### src/rtl/packet_switch_avmm_cmd_master.sv
// AVMM initiator for packet-switch CSR windows: one command in flight, turned
// into a single-cycle AVMM read or write, with window range check and read timeout.
module packet_switch_avmm_cmd_master #(
  parameter int unsigned BASE_ADDR      = 'h0,
  parameter int unsigned MAX_ADDR       = 'h10,
  parameter int unsigned ADDR_WIDTH     = 8,
  parameter int unsigned DATA_WIDTH     = 32,
  parameter int unsigned TIMEOUT_CYCLES = 64
) (
  input  logic                    clk,
  input  logic                    rst,
  input  logic                    cmd_valid,
  output logic                    cmd_ready,
  input  logic                    cmd_write,
  input  logic [ADDR_WIDTH-1:0]   cmd_address,
  input  logic [DATA_WIDTH-1:0]   cmd_writedata,
  input  logic [DATA_WIDTH/8-1:0] cmd_byteenable,
  output logic                    rsp_valid,
  input  logic                    rsp_ready,
  output logic                    rsp_write,
  output logic                    rsp_error,
  output logic [DATA_WIDTH-1:0]   rsp_readdata,
  output logic [ADDR_WIDTH-1:0]   avmm_address,
  output logic                    avmm_read,
  output logic                    avmm_write,
  output logic [DATA_WIDTH-1:0]   avmm_writedata,
  output logic [DATA_WIDTH/8-1:0] avmm_byteenable,
  input  logic [DATA_WIDTH-1:0]   avmm_readdata,
  input  logic                    avmm_readdata_valid,
  output logic [15:0]             stat_rd_timeout_cnt,
  output logic [15:0]             stat_stray_rdv_cnt
);

  localparam int unsigned CNT_WIDTH = $clog2(TIMEOUT_CYCLES);
  localparam logic [CNT_WIDTH-1:0]  CNT_LAST = CNT_WIDTH'(TIMEOUT_CYCLES - 1);
  localparam logic [ADDR_WIDTH:0]   WIN_BASE = (ADDR_WIDTH + 1)'(BASE_ADDR);
  localparam logic [ADDR_WIDTH:0]   WIN_SIZE = (ADDR_WIDTH + 1)'(MAX_ADDR);

  localparam logic [1:0] S_IDLE    = 2'd0;
  localparam logic [1:0] S_ISSUE   = 2'd1;
  localparam logic [1:0] S_WAIT_RD = 2'd2;
  localparam logic [1:0] S_RSP     = 2'd3;

  logic [1:0]           state;
  logic [CNT_WIDTH-1:0] wait_cnt;
  logic [ADDR_WIDTH:0]  addr_off;
  logic                 in_range;
  logic                 accept;

  // Offset compare at ADDR_WIDTH+1 bits: addresses below the base wrap to
  // offsets >= 2**ADDR_WIDTH, so one unsigned compare covers both bounds.
  assign addr_off = {1'b0, cmd_address} - WIN_BASE;
  assign in_range = (addr_off < WIN_SIZE);
  assign accept   = (state == S_IDLE) && cmd_valid && cmd_ready;

  always_ff @(posedge clk) begin
    if (rst) begin
      state               <= S_IDLE;
      wait_cnt            <= '0;
      cmd_ready           <= 1'b0;
      rsp_valid           <= 1'b0;
      rsp_write           <= 1'b0;
      rsp_error           <= 1'b0;
      rsp_readdata        <= '0;
      avmm_address        <= '0;
      avmm_read           <= 1'b0;
      avmm_write          <= 1'b0;
      avmm_writedata      <= '0;
      avmm_byteenable     <= '0;
      stat_rd_timeout_cnt <= '0;
      stat_stray_rdv_cnt  <= '0;
    end else begin
      avmm_read  <= 1'b0;
      avmm_write <= 1'b0;

      if (avmm_readdata_valid && (state != S_WAIT_RD) && (stat_stray_rdv_cnt != 16'hFFFF))
        stat_stray_rdv_cnt <= stat_stray_rdv_cnt + 16'd1;

      case (state)
        S_IDLE: begin
          cmd_ready <= !accept;
          if (accept) begin
            rsp_write       <= cmd_write;
            avmm_address    <= cmd_address;
            avmm_writedata  <= cmd_writedata;
            avmm_byteenable <= cmd_byteenable;
            if (in_range) begin
              state      <= S_ISSUE;
              avmm_read  <= !cmd_write;
              avmm_write <= cmd_write;
            end else begin
              state        <= S_RSP;
              rsp_valid    <= 1'b1;
              rsp_error    <= 1'b1;
              rsp_readdata <= '0;
            end
          end
        end
        S_ISSUE: begin
          if (rsp_write) begin
            state        <= S_RSP;
            rsp_valid    <= 1'b1;
            rsp_error    <= 1'b0;
            rsp_readdata <= '0;
          end else begin
            state    <= S_WAIT_RD;
            wait_cnt <= '0;
          end
        end
        S_WAIT_RD: begin
          if (avmm_readdata_valid) begin
            state        <= S_RSP;
            rsp_valid    <= 1'b1;
            rsp_error    <= 1'b0;
            rsp_readdata <= avmm_readdata;
          end else if (wait_cnt == CNT_LAST) begin
            state        <= S_RSP;
            rsp_valid    <= 1'b1;
            rsp_error    <= 1'b1;
            rsp_readdata <= '0;
            if (stat_rd_timeout_cnt != 16'hFFFF)
              stat_rd_timeout_cnt <= stat_rd_timeout_cnt + 16'd1;
          end else begin
            wait_cnt <= wait_cnt + 1'b1;
          end
        end
        S_RSP: begin
          if (rsp_ready) begin
            state     <= S_IDLE;
            rsp_valid <= 1'b0;
            cmd_ready <= 1'b1;
          end
        end
        default: state <= S_IDLE;
      endcase
    end
  end

endmodule

### config.mk
export PLATFORM = sky130hd
export DESIGN_NAME = packet_switch_avmm_cmd_master
export DESIGN_NICKNAME = d
export VERILOG_FILES = /design/src/rtl/packet_switch_avmm_cmd_master.sv
export SDC_FILE = /design/constraint.sdc
export NUM_CORES = 1
export LEC_CHECK = 0
export CAP_MARGIN = 30
export CORE_UTILIZATION = 41
export CTS_BUF_LIST = sky130_fd_sc_hd__clkbuf_8
export CTS_CLUSTER_DIAMETER = 100
export DETAILED_ROUTE_END_ITERATION = 8
export PLACE_DENSITY = 0.78
export SYNTH_ARGS = -nofsm -noshare
export SYNTH_HDL_FRONTEND = slang
export SYNTH_SLANG_ARGS = --single-unit
export TNS_END_PERCENT = 20
### constraint.sdc
create_clock -name clk -period 2 [get_ports clk]
set_clock_uncertainty 0.2 [all_clocks]
set_input_delay 0.6 -clock clk [delete_from_list [all_inputs] [get_ports clk]]
set_output_delay 0.6 -clock clk [all_outputs]
set_load 0.1 [all_outputs]
# [Word level (Yosys, flattened, before mapping)]
# Index checks and enable logic that the tools add are counted.
[op_classes] n_addsub=3 order_cmp=1 n_eq_ne=15 muxes=29 n_bitwise=4 reduce_logical=18
[ops] operator="$mux 32" n=5
[ops] operator="$pmux 32 s3" n=1
[ops] operator="$add 16x1->16 const B" n=2
[ops] operator="$ne 16x16->1 const B" n=2
[ops] operator="$mux 6" n=3
[ops] operator="$ne 2x2->1 const B" n=8
[ops] operator="$pmux 6 s2" n=1
[ops] operator="$mux 1" n=10
[ops] operator="$mux 2" n=5
[ops] operator="$reduce_and 5->1" n=2
[ops] operator="$lt 8x5->1 const B" n=1
[ops] operator="$pmux 2 s4" n=1
[ops] operator="$reduce_and 4->1" n=2
[ops] operator="$add 6x1->6 const B" n=1
[ops] operator="$eq 6x6->1 const B" n=1
[ops] operator="$eq 2x2->1 const B" n=2
[ops] operator="$logic_and 1x1->1" n=4
[ops] operator="$not 1->1" n=4
[ops] operator="$pmux 1 s4" n=1
[ops] operator="$reduce_and 2->1" n=2
[ops] operator="$reduce_bool 2->1" n=2
[ops] operator="$reduce_or 4->1" n=1
[ops] operator="$ne 3x3->1 const B" n=1
[ops] operator="$pmux 1 s3" n=1
[ops] operator="6 further kinds" n=7
[totals] register_bits=122 inputBits=82 output_inout_bits=114 wordCells=84

# [Logic depth before layout (Yosys ltp)]
[depth] ltp_word=5 mapped_depth=7

# [Worst setup path after synthesis]
# OpenSTA, ideal clock, no wires.
[synth_path] kind="reg2reg" from="register stat_stray_rdv_cnt[0]" to="register stat_stray_rdv_cnt[1]" setup_time_ps=128 arrival_time_ps=2417 required_ps=1672 path_slack_ps=-745 stages_incl_launch_ff=7 path_buffers=1 period_less_slack_ps=2745 cell_sequence="dfxtp_1 > ha_1 > nand4_1 > o41ai_2 > buf_2 > mux2i_1 > nor2_1"
[synth_via] elab_chain_cells=2
[synth_lines] item="from (decl)" line_no="31" rtl="output logic [15:0] stat_stray_rdv_cnt"
[synth_lines] item="from (signal assigned)" line_no="77" rtl="stat_stray_rdv_cnt <= stat_stray_rdv_cnt + 16'd1;"
[synth_lines] item="parallel branches: the longest is 2 deep, another holds $add 16x1->16"
# Several ways; the timed one is not identified.
# A chain may end at the register's enable or synchronous reset.

# [Final worst setup path]
[layout_path] from="register state[0]" to="register stat_stray_rdv_cnt[15]"
[layout_via] elab_chain_cells=3
[layout_lines] item="from (decl)" line_no="44" rtl="logic [1:0] state;"
[layout_lines] item="from (signal assigned)" line_no="58" rtl="state <= S_IDLE;"
[layout_lines] item="from (signal assigned)" line_no="88" rtl="state <= S_ISSUE;"
[layout_lines] item="from (signal assigned)" line_no="92" rtl="state <= S_RSP;"
[layout_lines] item="$ne 2x2->1" line_no="76" rtl="if (avmm_readdata_valid && (state != S_WAIT_RD) && (stat_stray_rdv_cnt != 16'hFFFF))"
[layout_lines] item="$logic_and 1x1->1 (2 in a row)" line_no="76"
# No other way between the ends.

==> metrics.csv <==
metric;value;unit
ys_ff_latch;122;
grt_overflow;0;
place_hpwl;12.4;mm
gp_congestion;0.842;
synth-async-reset-ratio;0;%
ant_nets;0;
grtUsageTotal;27.1;%
dieArea;0.0132;mm²
crit_chain;inv_2 > ha_4 > and2b_2 > nand4_1 > buf_4 > or4_1 > a21oi_1;
wl_per_cell;17.0;µm
chipWidth;115;µm
syn-num-nets;723;
drc_errors;0;
grt_max_degree;47;
vias_per_cell;5.50;
syn-instance-count;633;
reg2reg_depth;7;
area_growth;85.5;%
setup_ws;-0.00745;ns
cts_hold_buf;0;
final-setup-viol-count;4;
routed_wl;17.9;mm
start_util;42.8;%
cp-end-kind;register;
start_kind;register;
path_class;reg -> reg;
most-common-layout-cells;141 x nand2_1, 121 x buf_12, 85 x dfxtp_1, 75 x a21oi_1, 75 x clkdlybuf4s50_1;
multi_input_area;0.00277;mm²
ys_seq_area_share;46.6;%
nets;965;
clock_latency;0.44;ns
hold_viol;0;
power-per-cell-area;1010;mW/mm²
layout-drive-gt1-share;33.0;%
arrival;2.17;ns
vdd_drop_max;0.772;mV
cp_num_cells;7;
drt_iter0_drc;411;
synth-main-ff-cell;dfxtp_1;
power.leakage;3.49;nW
final_common_cell;nand2_1;
status;finished, violations left;
cts_sinks;122;
violations;setup timing;
clock_path_buffers;2;
syn_area;0.00524;mm²
min_period;2.01;ns
h-tree-depth;4;
grt_pass1_wl;28.0;mm
max_slew_margin;67.1;%
synth_edf_count;0;
numCtsBuffers;17;
worst_pin_slew;0.492;ns
seqCellArea;0.00257;mm²
rsz0062_at_grt;yes;
power.total;0.00981;W
clk_pin_slew;0.08;ns
whs_path_depth;2;
fill_cells;704;
cp_top_family;simple AND/OR/NAND/NOR gates;
port_buffers;195;
drv_cap;0;
hp-class;in -> reg;
cp_max_fo;5;
ioPinCount;196;
row_count;40;
synth_warnings;0;
antenna_found_initial;0;
vias;5818;
avgSynthCellArea;8.28;µm²
slowest_delay;0.40;ns
die_h;115;µm
yosysUniqueCellTypes;56;
slew_viol_final;0;
cp_data_required_time;2.16;ns
coreArea;0.0123;mm²
path_buf_inv;2;
final_cell_count_no_fill;1057;
first_pass_iters;6;
grt_pass1_vias;5791;
cp_slowest_cell;or4_1;
cts_tree;built;
root_buffer;clkbuf_8;
fmax;498;MHz
dp.cells;1012;
post-route-period-util;100;%
[kinds of logic (layout without fill, tap and decap cells)]
logic type | after synthesis | count (layout) | synth area share [%]
AND/OR/NAND/NOR | 249 | 249 | 23.1
flip-flops | 122 | 122 | 46.6
AO/OA/AOI/OAI | 194 | 194 | 22.5
XOR/XNOR | 1 | 1 | 0.167
adder cells (fa/ha/maj) | 8 | 8 | 1.91
buffers and inverters | 52 | 307 | 4.29
multiplexers | 7 | 7 | 1.48
other | 0 | 1 | 0
[routing by layer]
layer / wire length [µm] / vias to the layer above / global-route usage (%)
met3: 1160 / 41 / 8.49
met5: 0 / - / 0
met4: 575 / 0 / 11.4
met2: 9310 / 231 / 48.0
li1: - / 2759 / -
met1: 6880 / 2787 / 29.9
[timing repair]
action / CTS / global route
pin swaps: 8 / 14
gates cloned: 2 / 0
setup buffers: 5 / 6
resized for setup: 37 / 23
hold endpoints to repair: 0 / 0
endpoints found under the setup margin: 51 / 55
[flip-flops by register name, summed over array words and instances, names as in the netlist]
register	cells
rsp_readdata	32
avmm_write	1
avmm_read	1
rsp_write	1
cmd_ready	1
rsp_valid	1
avmm_address	8
stat_rd_timeout_cnt	16
avmm_writedata	32
state	2
avmm_byteenable	4
rsp_error	1
wait_cnt	6
stat_stray_rdv_cnt	16
[per-stage QoR]
| step | setup WS (ns) | cell area (µm²) | hold slack (ns) | utilization (%) | TNS, ns |
|---|---|---|---|---|---|
| 3_3_place_gp | -0.601 | 9010 | 0.278 | 73.5 | -37.50 |
| 3_5_place_dp | -0.678 | 9010 | 0.285 | 73.5 | -42.85 |
| 2_1_floorplan | -0.185 | 5380 | 0.280 | - | -5.59 |
| 5_1_grt | -0.0776 | 9720 | 0.194 | 79.3 | -0.700 |
| 4_1_cts | -0.0470 | 9630 | 0.182 | 78.5 | -0.0876 |
| 6_report | -0.00745 | 9730 | 0.201 | 79.3 | -0.0156 |
[cells in the mapped netlist, types with 4 or more instances]
cell type	count	area (µm²)
o31ai_1	14	105
nor3_1	5	25.0
inv_1	13	48.8
and3_1	4	25.0
o21ai_0	46	230
dfxtp_1	122	2440
nor2b_1	5	31.3
nand4_1	11	68.8
nand2_1	141	529
buf_2	6	30.0
or3_1	12	75.1
mux2_2	6	67.6
o211ai_1	33	248
clkbuf_1	26	97.6
or2_2	4	25.0
ha_1	8	100
nor2_1	16	60.1
or4_1	12	90.1
a21oi_1	78	390
nor4_1	4	25.0
nand3_1	16	80.1
nand2b_1	4	25.0
[power by group]
| group | internal [W] | switching (W) | total [W] | leakage, nW |
|---|---|---|---|---|
| combinational | 0.00183 | 0.00279 | 0.00462 | 2.25 |
| clock | 0.00138 | 0.000956 | 0.00234 | 0.233 |
| sequential | 0.00262 | 0.000241 | 0.00286 | 1.02 |
| total | 0.00583 | 0.00399 | 0.00981 | 3.49 |
[cell type report]
cell class	count	area share, %
clock inverters	10	1.26
clock buffers	22	3.11
repair buffers	262	38.1
inverters	13	0.502
well taps	168	2.16
diodes	1	0.0257
multi-input cells	459	28.4
flip-flops and latches	122	26.4
[path summary, 6_finish.rpt]
kind                            from                      to  slack (ns)
setup / recovery            state[0]  stat_stray_rdv_cnt[15]      -0.007
hold / removal                   rst  stat_rd_timeout_cnt[6]        0.20
setup reg to reg            state[0]  stat_stray_rdv_cnt[15]      -0.007
hold reg to reg   avmm_writedata[27]      avmm_writedata[27]        0.29
(Power assumes the default switching activity.)
